**src/rtl/sprite_pkg.sv**
```systemverilog
// sprite_pkg: shared types and constants for the sprite motion controller.
//   mode_t      - wall behaviour selected by the 2-bit mode input
//   state_t     - motion state (IDLE / MOVE)
//   KEY_*       - USB HID keycodes recognised by the key decoder
//   decode_mode - maps the raw 2-bit mode input onto mode_t (11 -> BOUNCE)
package sprite_pkg;

  typedef enum logic [1:0] {
    BOUNCE = 2'b00,
    WRAP   = 2'b01,
    STOP   = 2'b10
  } mode_t;

  typedef enum logic {
    IDLE = 1'b0,
    MOVE = 1'b1
  } state_t;

  localparam logic [7:0] KEY_A     = 8'h04;  // left
  localparam logic [7:0] KEY_D     = 8'h07;  // right
  localparam logic [7:0] KEY_S     = 8'h16;  // down
  localparam logic [7:0] KEY_W     = 8'h1A;  // up
  localparam logic [7:0] KEY_SPACE = 8'h2C;  // stop
  localparam logic [7:0] KEY_NONE  = 8'h00;  // "no direction key seen yet"

  // Unused encoding 11 falls back to bounce.
  function automatic mode_t decode_mode(input logic [1:0] raw);
    mode_t m;
    case (raw)
      2'b01:   m = WRAP;
      2'b10:   m = STOP;
      default: m = BOUNCE;
    endcase
    return m;
  endfunction

endpackage

```
**src/rtl/sprite_axis.sv**
```systemverilog
// sprite_axis: combinational per-axis candidate / wall logic.
//   pos      in  W  current centre position (unsigned)
//   m        in  W  motion decided this frame (two's complement)
//   min_pos  in  W  lowest legal pixel on this axis
//   max_pos  in  W  highest legal pixel on this axis
//   size     in  W  sprite half-width
//   mode     in     wall behaviour
//   next_pos out W  position to register this frame
//   next_m   out W  motion to register (before any global stop)
//   hit      out 1  a wall condition triggered on this axis
//   stop_req out 1  stop-mode wall hit: both axes must halt
import sprite_pkg::*;

module sprite_axis #(
  parameter int W = 10
) (
  input  logic [W-1:0] pos,
  input  logic [W-1:0] m,
  input  logic [W-1:0] min_pos,
  input  logic [W-1:0] max_pos,
  input  logic [W-1:0] size,
  input  mode_t        mode,
  output logic [W-1:0] next_pos,
  output logic [W-1:0] next_m,
  output logic         hit,
  output logic         stop_req
);

  // Two extra bits: one for sign, one for headroom, so pos+m never wraps.
  localparam int CW = W + 2;

  logic signed [CW-1:0] cand_s;
  logic signed [CW-1:0] lo_lim_s;
  logic signed [CW-1:0] hi_lim_s;
  logic [W-1:0]         lo_pos_s;
  logic [W-1:0]         hi_pos_s;
  logic [W-1:0]         neg_m_s;

  assign cand_s   = $signed({2'b00, pos}) + $signed({{2{m[W-1]}}, m});
  // c - SIZE < MIN  <=>  c < MIN + SIZE ;  c + SIZE > MAX  <=>  c > MAX - SIZE
  assign lo_lim_s = $signed({2'b00, min_pos}) + $signed({2'b00, size});
  assign hi_lim_s = $signed({2'b00, max_pos}) - $signed({2'b00, size});
  assign lo_pos_s = min_pos + size;
  assign hi_pos_s = max_pos - size;
  assign neg_m_s  = {W{1'b0}} - m;

  // Wall detection and mode-dependent resolution.
  always_comb begin
    next_pos = cand_s[W-1:0];
    next_m   = m;
    hit      = 1'b0;
    stop_req = 1'b0;
    if (cand_s < lo_lim_s) begin
      hit = 1'b1;
      case (mode)
        WRAP: begin
          next_pos = hi_pos_s;
        end
        STOP: begin
          next_pos = lo_pos_s;
          next_m   = {W{1'b0}};
          stop_req = 1'b1;
        end
        default: begin
          next_pos = lo_pos_s;
          next_m   = neg_m_s;
        end
      endcase
    end else if (cand_s > hi_lim_s) begin
      hit = 1'b1;
      case (mode)
        WRAP: begin
          next_pos = lo_pos_s;
        end
        STOP: begin
          next_pos = hi_pos_s;
          next_m   = {W{1'b0}};
          stop_req = 1'b1;
        end
        default: begin
          next_pos = hi_pos_s;
          next_m   = neg_m_s;
        end
      endcase
    end else begin
      next_pos = cand_s[W-1:0];
    end
  end

endmodule

```
**src/rtl/sprite_mover.sv**
```systemverilog
// sprite_mover: per-frame motion controller for a square sprite.
//   frame_clk in  1  frame-rate clock (vsync derived)
//   Reset     in  1  synchronous active-low reset
//   keycode   in  8  USB HID keycode, sampled every frame
//   mode      in  2  wall mode: 00 bounce, 01 wrap, 10 stop, 11 bounce
//   ObjX/ObjY out W  registered sprite centre
//   ObjS      out W  constant half-width
//   MotionX/Y out W  registered two's complement velocity
//   edge_hit  out 1  one-frame pulse when any wall condition fired
// The motion decided from this frame's key is applied to the position in the
// same frame, so there is no stale-motion step into a wall.
import sprite_pkg::*;

module sprite_mover #(
  parameter int W            = 10,
  parameter int X_MIN        = 0,
  parameter int X_MAX        = 639,
  parameter int Y_MIN        = 0,
  parameter int Y_MAX        = 479,
  parameter int X_CENTER     = 320,
  parameter int Y_CENTER     = 240,
  parameter int SIZE         = 4,
  parameter int STEP_MIN     = 1,
  parameter int STEP_MAX     = 4,
  parameter int ACCEL_FRAMES = 8
) (
  input  logic         frame_clk,
  input  logic         Reset,
  input  logic [7:0]   keycode,
  input  logic [1:0]   mode,
  output logic [W-1:0] ObjX,
  output logic [W-1:0] ObjY,
  output logic [W-1:0] ObjS,
  output logic [W-1:0] MotionX,
  output logic [W-1:0] MotionY,
  output logic         edge_hit
);

  localparam int CNT_W = (ACCEL_FRAMES > 1) ? $clog2(ACCEL_FRAMES) : 1;
  localparam logic [CNT_W-1:0] CNT_LAST = CNT_W'(ACCEL_FRAMES - 1);
  localparam logic [W-1:0]     SPD_MIN  = W'(STEP_MIN);
  localparam logic [W-1:0]     SPD_MAX  = W'(STEP_MAX);

  logic [W-1:0]     pos_x_r, pos_y_r, motion_x_r, motion_y_r, speed_r;
  logic [CNT_W-1:0] cnt_r;
  logic [7:0]       last_key_r;
  state_t           state_r;
  logic             edge_hit_r;

  logic [W-1:0]     speed_s, key_mx_s, key_my_s;
  logic [CNT_W-1:0] cnt_s;
  logic [7:0]       last_key_s;
  state_t           state_key_s, state_s;
  logic             is_dir_s;
  logic [W-1:0]     ax_pos_x_s, ax_pos_y_s, ax_m_x_s, ax_m_y_s;
  logic [W-1:0]     motion_x_s, motion_y_s;
  logic             hit_x_s, hit_y_s, stop_x_s, stop_y_s;
  mode_t            mode_s;

  assign mode_s   = decode_mode(mode);
  assign is_dir_s = (keycode == KEY_A) || (keycode == KEY_D) ||
                    (keycode == KEY_S) || (keycode == KEY_W);

  // Key decoder, speed/hold-counter update and key-driven motion.
  always_comb begin
    speed_s     = speed_r;
    cnt_s       = cnt_r;
    last_key_s  = last_key_r;
    key_mx_s    = motion_x_r;
    key_my_s    = motion_y_r;
    state_key_s = state_r;
    if (keycode == KEY_SPACE) begin
      key_mx_s    = {W{1'b0}};
      key_my_s    = {W{1'b0}};
      speed_s     = SPD_MIN;
      cnt_s       = {CNT_W{1'b0}};
      state_key_s = IDLE;
    end else if (is_dir_s) begin
      last_key_s  = keycode;
      state_key_s = MOVE;
      if (keycode != last_key_r) begin
        speed_s = SPD_MIN;
        cnt_s   = {CNT_W{1'b0}};
      end else if (cnt_r == CNT_LAST) begin
        cnt_s   = {CNT_W{1'b0}};
        speed_s = (speed_r >= SPD_MAX) ? SPD_MAX : speed_r + {{(W-1){1'b0}}, 1'b1};
      end else begin
        cnt_s = cnt_r + {{(CNT_W-1){1'b0}}, 1'b1};
      end
      // Down is +Y (screen coordinates), up is -Y.
      case (keycode)
        KEY_A: begin
          key_mx_s = {W{1'b0}} - speed_s;
          key_my_s = {W{1'b0}};
        end
        KEY_D: begin
          key_mx_s = speed_s;
          key_my_s = {W{1'b0}};
        end
        KEY_S: begin
          key_mx_s = {W{1'b0}};
          key_my_s = speed_s;
        end
        KEY_W: begin
          key_mx_s = {W{1'b0}};
          key_my_s = {W{1'b0}} - speed_s;
        end
        default: begin
          key_mx_s = motion_x_r;
          key_my_s = motion_y_r;
        end
      endcase
    end else begin
      // Coast: every field keeps its registered value (defaults above).
      state_key_s = state_r;
    end
  end

  sprite_axis #(.W(W)) u_axis_x (
    .pos      (pos_x_r),
    .m        (key_mx_s),
    .min_pos  (W'(X_MIN)),
    .max_pos  (W'(X_MAX)),
    .size     (W'(SIZE)),
    .mode     (mode_s),
    .next_pos (ax_pos_x_s),
    .next_m   (ax_m_x_s),
    .hit      (hit_x_s),
    .stop_req (stop_x_s)
  );

  sprite_axis #(.W(W)) u_axis_y (
    .pos      (pos_y_r),
    .m        (key_my_s),
    .min_pos  (W'(Y_MIN)),
    .max_pos  (W'(Y_MAX)),
    .size     (W'(SIZE)),
    .mode     (mode_s),
    .next_pos (ax_pos_y_s),
    .next_m   (ax_m_y_s),
    .hit      (hit_y_s),
    .stop_req (stop_y_s)
  );

  // FSM next state and final motion: a stop-mode wall on either axis halts both.
  always_comb begin
    motion_x_s = ax_m_x_s;
    motion_y_s = ax_m_y_s;
    state_s    = state_key_s;
    if (stop_x_s || stop_y_s) begin
      motion_x_s = {W{1'b0}};
      motion_y_s = {W{1'b0}};
      state_s    = IDLE;
    end else begin
      state_s    = state_key_s;
    end
  end

  // State and output registers with synchronous active-low reset.
  always_ff @(posedge frame_clk) begin
    if (!Reset) begin
      pos_x_r    <= W'(X_CENTER);
      pos_y_r    <= W'(Y_CENTER);
      motion_x_r <= {W{1'b0}};
      motion_y_r <= {W{1'b0}};
      speed_r    <= SPD_MIN;
      cnt_r      <= {CNT_W{1'b0}};
      last_key_r <= KEY_NONE;
      state_r    <= IDLE;
      edge_hit_r <= 1'b0;
    end else begin
      pos_x_r    <= ax_pos_x_s;
      pos_y_r    <= ax_pos_y_s;
      motion_x_r <= motion_x_s;
      motion_y_r <= motion_y_s;
      speed_r    <= speed_s;
      cnt_r      <= cnt_s;
      last_key_r <= last_key_s;
      state_r    <= state_s;
      edge_hit_r <= hit_x_s | hit_y_s;
    end
  end

  assign ObjX     = pos_x_r;
  assign ObjY     = pos_y_r;
  assign ObjS     = W'(SIZE);
  assign MotionX  = motion_x_r;
  assign MotionY  = motion_y_r;
  assign edge_hit = edge_hit_r;

endmodule

```
**config.mk**
```make
export PLATFORM = sky130hd
export DESIGN_NAME = sprite_mover
export DESIGN_NICKNAME = d
export VERILOG_FILES = /design/src/rtl/sprite_pkg.sv /design/src/rtl/sprite_axis.sv /design/src/rtl/sprite_mover.sv
export SDC_FILE = /design/constraint.sdc
export NUM_CORES = 1
export LEC_CHECK = 0
export ABC_AREA = 1
export BUFFER_PORTS_ARGS = -buffer_cell sky130_fd_sc_hd__buf_2
export CORE_AREA = 10 10 117 119
export DETAILED_ROUTE_END_ITERATION = 8
export DIE_AREA = 0 0 127 129
export PLACE_DENSITY = 0.69
export SYNTH_ARGS = -nofsm -noshare
export SYNTH_HDL_FRONTEND = slang
export SYNTH_SLANG_ARGS = --single-unit
```
**constraint.sdc**
```tcl
create_clock -name frame_clk -period 6.9 [get_ports frame_clk]
set_clock_uncertainty 0.05 [all_clocks]
set_input_delay 0.345 -clock frame_clk [delete_from_list [all_inputs] [get_ports frame_clk]]
set_output_delay 0.345 -clock frame_clk [all_outputs]
set_load 0.1 [all_outputs]
```
### Word level (Yosys, flattened, before mapping)

Cells that the tools add are included.

* bits in writable memories: 0
* memory bits (read-only): 0
* memories: 0
* latch bits: 0
* input port bits: 12
* bits in registers: 62
* word-level logic and storage cells: 80

* bitwise gates (word level): 3
* magnitude comparators: 5
* divide/modulo/power cells: 0
* reduce and logical (&&, ||, !) cells: 9
* multipliers: 0
* muxes and demuxes: 37
* add/sub/neg operators: 7
* shifts and indexed selects: 0
* equal/unequal tests: 11

Operator list (count)
* $mux W10: 19
* $pmux W10 S3: 2
* $pmux W10 S2: 2
* $sub A1 B10 Y10 const A: 3
* $add A11 B10 Y12: 2
* $lt A12 B4 Y1 const B: 2
* $mux W9: 2
* $eq A8 B3 Y1 const B: 2
* $eq A8 B5 Y1 const B: 2
* $gt A12 B10 Y1 const B: 1
* $gt A12 B11 Y1 const B: 1
* $add A10 B1 Y10 const B: 1
* $ge A10 B3 Y1 const B: 1
* $mux W1: 9
* $eq A8 B6 Y1 const B: 1
* $ne A8 B8 Y1: 1
* $reduce_or A2 Y1: 4
* $mux W3: 2
* $eq A2 B1 Y1 const B: 2
* $eq A2 B2 Y1 const B: 2
* $logic_or A1 B1 Y1: 4
* $pmux W2 S2: 1
* $add A3 B1 Y3 const B: 1
* $eq A3 B3 Y1 const B: 1
* other kinds (3): 4

### Depth between registers and ports, before layout

Gate-level depths: netlist of the first run.

* word-level depth: 16
* gate-level depth with buffers: 36
* gate-level depth less buffers: 34

### Cells and area by module

From an unflattened synthesis of the first run, not the netlist that was laid out.

* cells, all modules: 1753
* area, all modules: 9935.8 µm²

Modules (own cells, without submodules)
* sprite_mover: times used 1, area each 3434.5 µm², cells each 522
* sprite_axis (u_axis_y): times used 1, area each 3258.1 µm², cells each 620
* sprite_axis (u_axis_x): times used 1, area each 3243.1 µm², cells each 611

### Worst setup path after synthesis of the first run

Ideal clock, no wire load.

* path type: reg2reg
* start: reg cnt_r[0]
* end: reg motion_x_r[2] (netlist: MotionX[2])
* stages on the path, launching flop included: 25
* clock period less this slack: 4.254 ns
* required time: 6.788 ns
* library setup time: 0.062 ns
* arrival: 4.142 ns
* slack: 2.646 ns
* path through: dfxtp_1 -> ha_1 -> ha_1 -> buf_4 -> nand3_1 -> nand2_1 -> nor2_4 -> or2_2 -> a21oi_1 -> ha_1 -> inv_1 -> fa_1 -> o21ai_1 -> a21oi_1 -> o21bai_1 -> xor2_1 -> nor4_1 -> o21ai_0 -> nand4_4 -> inv_2 -> nand3_2 -> nand2_2 -> nand2_4 -> buf_6 -> nor2_2

* longest elaborated chain between the ends: 15

RTL lines
* start: declaration: RTL line sprite_mover.sv:45 `logic [CNT_W-1:0] cnt_r;`
* start signal: assignment: RTL line sprite_mover.sv:167 `cnt_r <= {CNT_W{1'b0}};`
* start signal: assignment: RTL line sprite_mover.sv:177 `cnt_r <= cnt_s;`
* $eq A3 B3 Y1 *: RTL line sprite_mover.sv:84 `end else if (cnt_r == CNT_LAST) begin`
* $mux W10 *: RTL line sprite_mover.sv:84
* $mux W10 *: RTL line sprite_mover.sv:81 `if (keycode != last_key_r) begin`
* $mux W10 *: RTL line sprite_mover.sv:78 `end else if (is_dir_s) begin`
* $mux W10 *: RTL line sprite_mover.sv:72 `if (keycode == KEY_SPACE) begin`
* $sub A1 B10 Y10: RTL line sprite_mover.sv:93, sprite_mover.sv:106
* $pmux W10 S3: RTL line sprite_mover.sv:91 `case (keycode)`
* $mux W10: RTL line sprite_mover.sv:78
* $mux W10: RTL line sprite_mover.sv:72
* $add A11 B10 Y12: RTL line sprite_axis.sv:39 `assign cand_s = $signed({2'b00, pos}) + $signed({{2{m[W-1]}}, m});`
* $gt A12 B11 Y1 or $gt A12 B10 Y1 (tied branches): RTL line sprite_axis.sv:69 `end else if (cand_s > hi_lim_s) begin`
* $mux W1: RTL line sprite_axis.sv:69
* $mux W1: RTL line sprite_axis.sv:53 `if (cand_s < lo_lim_s) begin`
* $logic_or A1 B1 Y1: RTL line sprite_mover.sv:150 `if (stop_x_s || stop_y_s) begin`
* $reduce_or A2 Y1 (no line)
* end signal: assignment: RTL line sprite_mover.sv:164 `motion_x_r <= {W{1'b0}};`
* end signal: assignment: RTL line sprite_mover.sv:174 `motion_x_r <= motion_x_s;`
* end: declaration: RTL line sprite_mover.sv:44 `logic [W-1:0] pos_x_r, pos_y_r, motion_x_r, motion_y_r, speed_r;`

Every way passes the cells marked *; elsewhere a longest branch is shown, timed or not. The select of a mux whose other input is x is not followed.
A chain may end at the register's enable or synchronous reset.

### Worst setup path after layout of the first run

* start: reg cnt_r[0]
* end: reg motion_y_r[4] (netlist: MotionY[4])

* longest elaborated chain between the ends: 15

RTL lines
* $eq A3 B3 Y1 *: RTL line sprite_mover.sv:84
* $mux W10 *: RTL line sprite_mover.sv:84
* $mux W10 *: RTL line sprite_mover.sv:81
* $mux W10 *: RTL line sprite_mover.sv:78
* $mux W10 *: RTL line sprite_mover.sv:72
* $sub A1 B10 Y10: RTL line sprite_mover.sv:93, sprite_mover.sv:106
* $pmux W10 S3: RTL line sprite_mover.sv:91
* $mux W10: RTL line sprite_mover.sv:78
* $mux W10: RTL line sprite_mover.sv:72
* $add A11 B10 Y12: RTL line sprite_axis.sv:39
* $gt A12 B11 Y1 or $gt A12 B10 Y1 (tied branches): RTL line sprite_axis.sv:69
* $mux W1: RTL line sprite_axis.sv:69
* $mux W1: RTL line sprite_axis.sv:53
* $logic_or A1 B1 Y1: RTL line sprite_mover.sv:150
* $reduce_or A2 Y1 (no line)
* end signal: assignment: RTL line sprite_mover.sv:165 `motion_y_r <= {W{1'b0}};`
* end signal: assignment: RTL line sprite_mover.sv:175 `motion_y_r <= motion_y_s;`
* end: declaration: RTL line sprite_mover.sv:44

Marks and branches as above.

==> results of run 1 <==
[cells by family (layout without fill, tap and decap cells)]
kind of cell,count (synthesis),after routing,synth area share
flops,62,62,0.222
xor+xnor,21,21,0.0363
simple gates,492,492,0.396
fa+ha+maj,31,31,0.0721
buf+inv,167,206,0.126
other cells,2,11,0.00134
compound gates,144,144,0.147
[synthesized netlist by cell type, types with 8 or more instances]
cell type and n:
a21oi_1 42, nand4_1 15, ha_1 29, nand2_1 250, o21ai_0 64, o21ai_1 11, inv_1 125, nand2_2 13
buf_4 14, inv_2 8, xor2_1 15, nor3_1 12, nor2_1 81, dfxtp_1 62, nand3_1 79, nor2_2 16
clkbuf_1 9
[final cells by class]
type | count | area (um2) | area share
flip-flops and latches | 62 | 1240 | 0.202
clock inverters | 1 | 5.00 | 0.000813
multi-input cells | 699 | 3680 | 0.597
inverters | 138 | 520 | 0.0846
clock buffers | 14 | 264 | 0.0429
well taps | 143 | 179 | 0.0291
repair buffers | 53 | 268 | 0.0435
[stage by stage]
step / hold slack [ns] / std cells / setup slack, ns
after floorplan: 0.388 / 928 / 2.65
after global placement: 0.406 / 1095 / 1.76
after detailed placement: 0.405 / 1095 / 1.70
after CTS: 0.328 / 1110 / 1.67
after global routing: 0.352 / 1110 / 1.11
final: 0.336 / 1110 / 1.64
[power by group through the flow]
stage               clock, W  sequential, W  combinational (W)
floorplan                  0       0.000755           0.000367
global placement           0       0.000439           0.000812
detailed placement         0       0.000438           0.000810
CTS                 0.000432       0.000432           0.000813
global route        0.000445       0.000438           0.000881
finish              0.000426       0.000432           0.000813
[flip-flops by register name, summed over array words and instances, names as in the netlist]
signal / count
MotionX: 10
MotionY: 10
ObjX: 10
ObjY: 10
cnt_r: 3
edge_hit: 1
last_key_r: 8
speed_r: 10
[routing by layer]
metal | up-vias | global-route usage
li1 | 3022 | -
met3 | 28 | 0.0423
met4 | 0 | 0.0804
met2 | 146 | 0.320
met5 | - | 0
met1 | 2561 | 0.241
[placed cells by master (no fill, tap or decap), types with 5 or more instances in the layout]
cell type and count:
nand2_1 250, inv_1 125, nor2_1 81, nand3_1 79, o21ai_0 64, dfxtp_1 62
buf_2 52, a21oi_1 42, ha_1 29, nor2_2 16, xor2_1 15, nand4_1 15
nand2_2 13, nor3_1 12, conb_1 11, o21ai_1 11, clkbuf_16 9, inv_2 8
nand3_2 6, o211ai_1 6, xnor2_1 5
[final timing paths]
check,depth (start not counted),to,from
max,26,MotionY[4]$_SDFF_PP0_,cnt_r[0]$_SDFFE_PP0N_
max reg2reg,26,MotionY[4]$_SDFF_PP0_,cnt_r[0]$_SDFFE_PP0N_
min reg2reg,2,last_key_r[5]$_SDFFE_PN0P_,last_key_r[5]$_SDFFE_PN0P_
min,2,ObjX[8]$_SDFF_PN1_,Reset
==> impl_metrics.yaml, run 1 <==
worst_setup_path:
  setup.worst_path.class: "register to register"
  cpMostUsedCell: "nand2_1"
  rrSetupSlack_ns: 1.64
  cp.required_ns: 7.12
  crit_slowest_cell: "ha_1"
  cp_num_buf_inv: 3
  crit_path_end_kind: "register"
  cpPeakStageDelay_ns: 0.48
  cp_top_family: "simple AND/OR/NAND/NOR gates"
  path_max_fanout: 19
  crit_arrival_ns: 5.49
  critPathLaunchType: "register"
timing:
  worst_slew_margin_rel: 0.539
  tns_ns: 0
  max_freq_ghz: 0.190
  hold_viol_final: 0
  setup_viol_count_final: 0
  maxSlewViolCount: 0
  min_period_over_period: 0.763
  final.min_clock_period_ns: 5.26
  tightest_slew_ns: 0.690
  rsz0062_at_grt: "false"
global_route:
  grt_pass1_wl_um: 26400
  antenna_found_initial: 0
  overflow: 0
  grt_pass1_vias: 5428
  grt_start_max_net_pins: 30
  grt_usage: 0.194
drt:
  num_vias: 5757
  viasPerCell: 5.19
  wl_met3_um: 898
  wl_per_cell_um: 14.3
  drt-total-wl_um: 15800
  route.detailed.drc: 0
  drt_iter0_markers: 546
  dr.pass1.iters: 5
  drtAntennaViolNets: 0
  top_layer: "met4"
  wirelength_met1_um: 7270
  dr_wl_met2_um: 7240
cts:
  htreeDepth: 3
  path_clk_slew_ns: 0.06
  cts_tree: "built"
  post_cts_resized: 0
  postCtsSetupRepairBufs: 0
  cts_hold_buffers: 0
  worstSkewPairLatency_ns: 0.35
  cts_buffers: 9
  cts_sinks: 62
  cts_max_path_buffers: 2
  cts_root_buf: "clkbuf_16"
final_layout:
  design_area_um2: 6150
  utilization: 0.544
  drive_gt1_frac: 0.133
  fillerInstances: 1198
  antenna_cells: 0
  syn2layout_area_growth_pct: 10.2
  nNetsFinal: 1006
min_path:
  hold_path_class: "input port to register"
yosys:
  synth-seq-area-share: 0.222
  postSynth.asyncResetShare: 0
  synth-edff-count: 0
  synth_ff_type: "dfxtp_1"
  netlist_area_um2: 5590
  netlist_instances: 919
  synth_top_cell_by_area: "dfxtp_1"
  synth_area_per_cell_um2: 6.08
  ys_top_cells_by_area: "dfxtp_1 22%, nand2_1 17%, inv_1 8.4%"
  synth_cell_types: 48
  ys_ff_latch: 62
  synth.top_cell.area_share: 0.222
  synth_warnings: 0
placed_design:
  placed_area_um2: 5890
  globalplace.congestion: 0.987
  portBuffers: 52
  hpwl_um: 12500
die:
  num_rows: 39
  dieArea_um2: 16400
  pin_count: 63
  core_area_um2: 11300
  dieWidth_um: 127
  start_util: 0.493
  die_height_um: 129
power_and_ir_drop:
  comb_power_share: 0.487
  pwr-share-seq: 0.258
  netSwitchingPower_w: 0.000847
  clkPwrFrac: 0.255
  swShare: 0.507
  leakage_nw: 3.13
  internal_power_w: 0.000824
  max-vdd-ir-drop_v: 0.000282
  power_density_nw_per_um2: 271
  power.total_w: 0.00167
outcome:
  status: "completed"
job:
  drv_cap: 0
Power figures use the tool's default switching activity.
==> run 2, diff against run 1 <==
--- a/config.mk
+++ b/config.mk
@@ -10,7 +10,7 @@
 export CORE_AREA = 10 10 117 119
 export DETAILED_ROUTE_END_ITERATION = 8
 export DIE_AREA = 0 0 127 129
-export PLACE_DENSITY = 0.69
+export PLACE_DENSITY = 0.72
 export SYNTH_ARGS = -nofsm -noshare
 export SYNTH_HDL_FRONTEND = slang
 export SYNTH_SLANG_ARGS = --single-unit
==> constraint.sdc (replaced) <==
create_clock -name frame_clk -period 4.7 [get_ports frame_clk]
set_clock_uncertainty 0.05 [all_clocks]
set_input_delay 0.235 -clock frame_clk [delete_from_list [all_inputs] [get_ports frame_clk]]
set_output_delay 0.235 -clock frame_clk [all_outputs]
set_load 0.1 [all_outputs]
==> run 2 against run 1 <==
Net effect:
- global-route usage about the same
- combinational power rose by 61%
- core utilization up 4.0 points
- non-clock buffer count grew 29
- wire length is 4.0% higher
- register-to-register slack got worse by 1.4 ns
- total power is 58% higher
- final area increased by 7.4%
- clock power is 63% higher
- cell count up 2.6%
- largest cell class unchanged
- largest power group unchanged
==> impl_metrics.yaml, run 2 (same netlist as run 1, synthesis figures left out) <==
outcome:
  status: "completed"
final_layout:
  syn2layout_area_growth_pct: 18.3
  utilization: 0.584
  antenna_cells: 0
  final_cell_mix: "244 x nand2_1, 124 x inv_1, 78 x nor2_1"
  final_common_cell: "nand2_1"
  fillerInstances: 1112
  drive_gt1_frac: 0.193
  nNetsFinal: 1035
worst_setup_path:
  reg2reg_from: "cnt_r[0]$_SDFFE_PP0N_"
  cpPeakStageDelay_ns: 0.33
  setup.worst_path.class: "register to register"
  critPathLaunchType: "register"
  path_max_fanout: 19
  crit_arrival_ns: 4.65
  cp.required_ns: 4.88
  crit_slowest_cell: "ha_4"
  crit_path_end_kind: "register"
  crit_start: "cnt_r[0]$_SDFFE_PP0N_"
global_route:
  grt_usage: 0.195
  overflow: 0
  grt_pass1_wl_um: 26400
  grt_start_max_net_pins: 25
  grt_pass1_vias: 5515
  antenna_found_initial: 0
drt:
  drt_iter0_markers: 600
  dr.pass1.iters: 5
  wl_met3_um: 819
  drtAntennaViolNets: 0
  route.detailed.drc: 0
  wl_per_cell_um: 14.4
  top_layer: "met4"
  wirelength_met1_um: 7390
  drt-total-wl_um: 16500
  dr_wl_met2_um: 7950
  num_vias: 5961
  viasPerCell: 5.23
cts:
  path_clk_slew_ns: 0.06
  cts_tree: "built"
  cts_root_buf: "clkbuf_16"
  cts_sinks: 62
  cts_hold_buffers: 0
  cts_max_path_buffers: 2
  cts_buffers: 9
  worstSkewPairLatency_ns: 0.34
  htreeDepth: 3
placed_design:
  hpwl_um: 12700
  place_worst_setup_slack_ns: 0.0466
  portBuffers: 52
  globalplace.congestion: 0.960
timing:
  min_period_over_period: 0.952
  hold_viol_final: 0
  maxSlewViolCount: 0
  rsz0062_at_grt: "true"
  max_freq_ghz: 0.223
  worst_slew_margin_rel: 0.555
  tightest_slew_ns: 0.666
  setup_viol_count_final: 0
  tns_ns: 0
  layout_setup_ws_ns: 0.226
  final.min_clock_period_ns: 4.47
die:
  pin_count: 63
  dieArea_um2: 16400
  start_util: 0.493
  num_rows: 39
  die_height_um: 129
  dieWidth_um: 127
  core_area_um2: 11300
power_and_ir_drop:
  max-vdd-ir-drop_v: 0.000345
  power_density_nw_per_um2: 400
  leakage_nw: 3.28
min_path:
  min_from: "Reset"
  hold_path_class: "input port to register"
job:
  drv_cap: 0
## run 2: cell types whose count changed in the layout (fill, tap and decap cells not counted), moves of 4 or more
| cell | delta |
|---|---|
| a21oi_2 | +4 |
| ha_4 | +7 |
| nand2_2 | +5 |
| nand2_1 | -6 |
| o21ai_1 | +6 |
| a21oi_1 | -4 |
| ha_1 | -8 |
| o21ai_0 | -10 |
| buf_4 | +29 |
## run 2: path summary, 6_finish.rpt
| path | endpoint | slack [ns] | cells past startpoint |
|---|---|---|---|
| hold / removal | ObjX[8]$_SDFF_PN1_ | 0.26 | 2 |
| setup reg to reg | MotionY[3]$_SDFF_PP0_ | 0.23 | 26 |
| setup / recovery | MotionY[3]$_SDFF_PP0_ | 0.23 | 26 |
| hold reg to reg | last_key_r[5]$_SDFFE_PN0P_ | 0.43 | 2 |
## run 2: critical path, delay by kind of cell (launching register included)
family / cells / cell delay (ns)
XOR/XNOR: 1 / 0.24
flip-flops: 1 / 0.32
AND/OR/NAND/NOR: 15 / 2.03
buffers and inverters: 3 / 0.37
AO/OA/AOI/OAI: 3 / 0.35
adder cells (fa/ha/maj): 4 / 0.99
## run 2: cell type report
cell class	instances	area, um2	share of cell area
repair buffers	82	485	0.0734
well taps	143	179	0.0271
clock inverters	3	42.5	0.00643
clock buffers	12	267	0.0403
inverters	138	520	0.0787
flip-flops and latches	62	1240	0.188
multi-input cells	699	3880	0.586
## run 2: report_power, final
| part | internal, W | total (W) | leakage, nW | switching, W |
|---|---|---|---|---|
| Clock | 0.000449 | 0.000694 | 0.151 | 0.000245 |
| Combinational | 0.000310 | 0.00131 | 2.63 | 0.000998 |
| Sequential | 0.000595 | 0.000643 | 0.504 | 0.0000487 |
## run 2: repair_timing
item	in CTS	in global routing
setup endpoints to repair	19	39
pin swaps	0	6
buffers inserted	0	9
gates resized for setup	1	45
## run 2: metrics by stage
step / std cells / area [um2] / hold slack [ns] / power [W]
finish: 1139 / 6610 / 0.257 / 0.00265
global placement: 1115 / 6040 / 0.411 / 0.00188
global route: 1139 / 6610 / 0.271 / 0.00279
CTS: 1130 / 6350 / 0.246 / 0.00258
detailed placement: 1115 / 6040 / 0.417 / 0.00187
floorplan: 928 / 5620 / 0.388 / 0.00165
## run 2: per-layer routing
| layer | GRT usage | vias up |
|---|---|---|
| met5 | 0 | - |
| met4 | 0.0529 | 0 |
| met3 | 0.0480 | 25 |
| met2 | 0.338 | 144 |
| met1 | 0.235 | 2706 |
| li1 | - | 3086 |
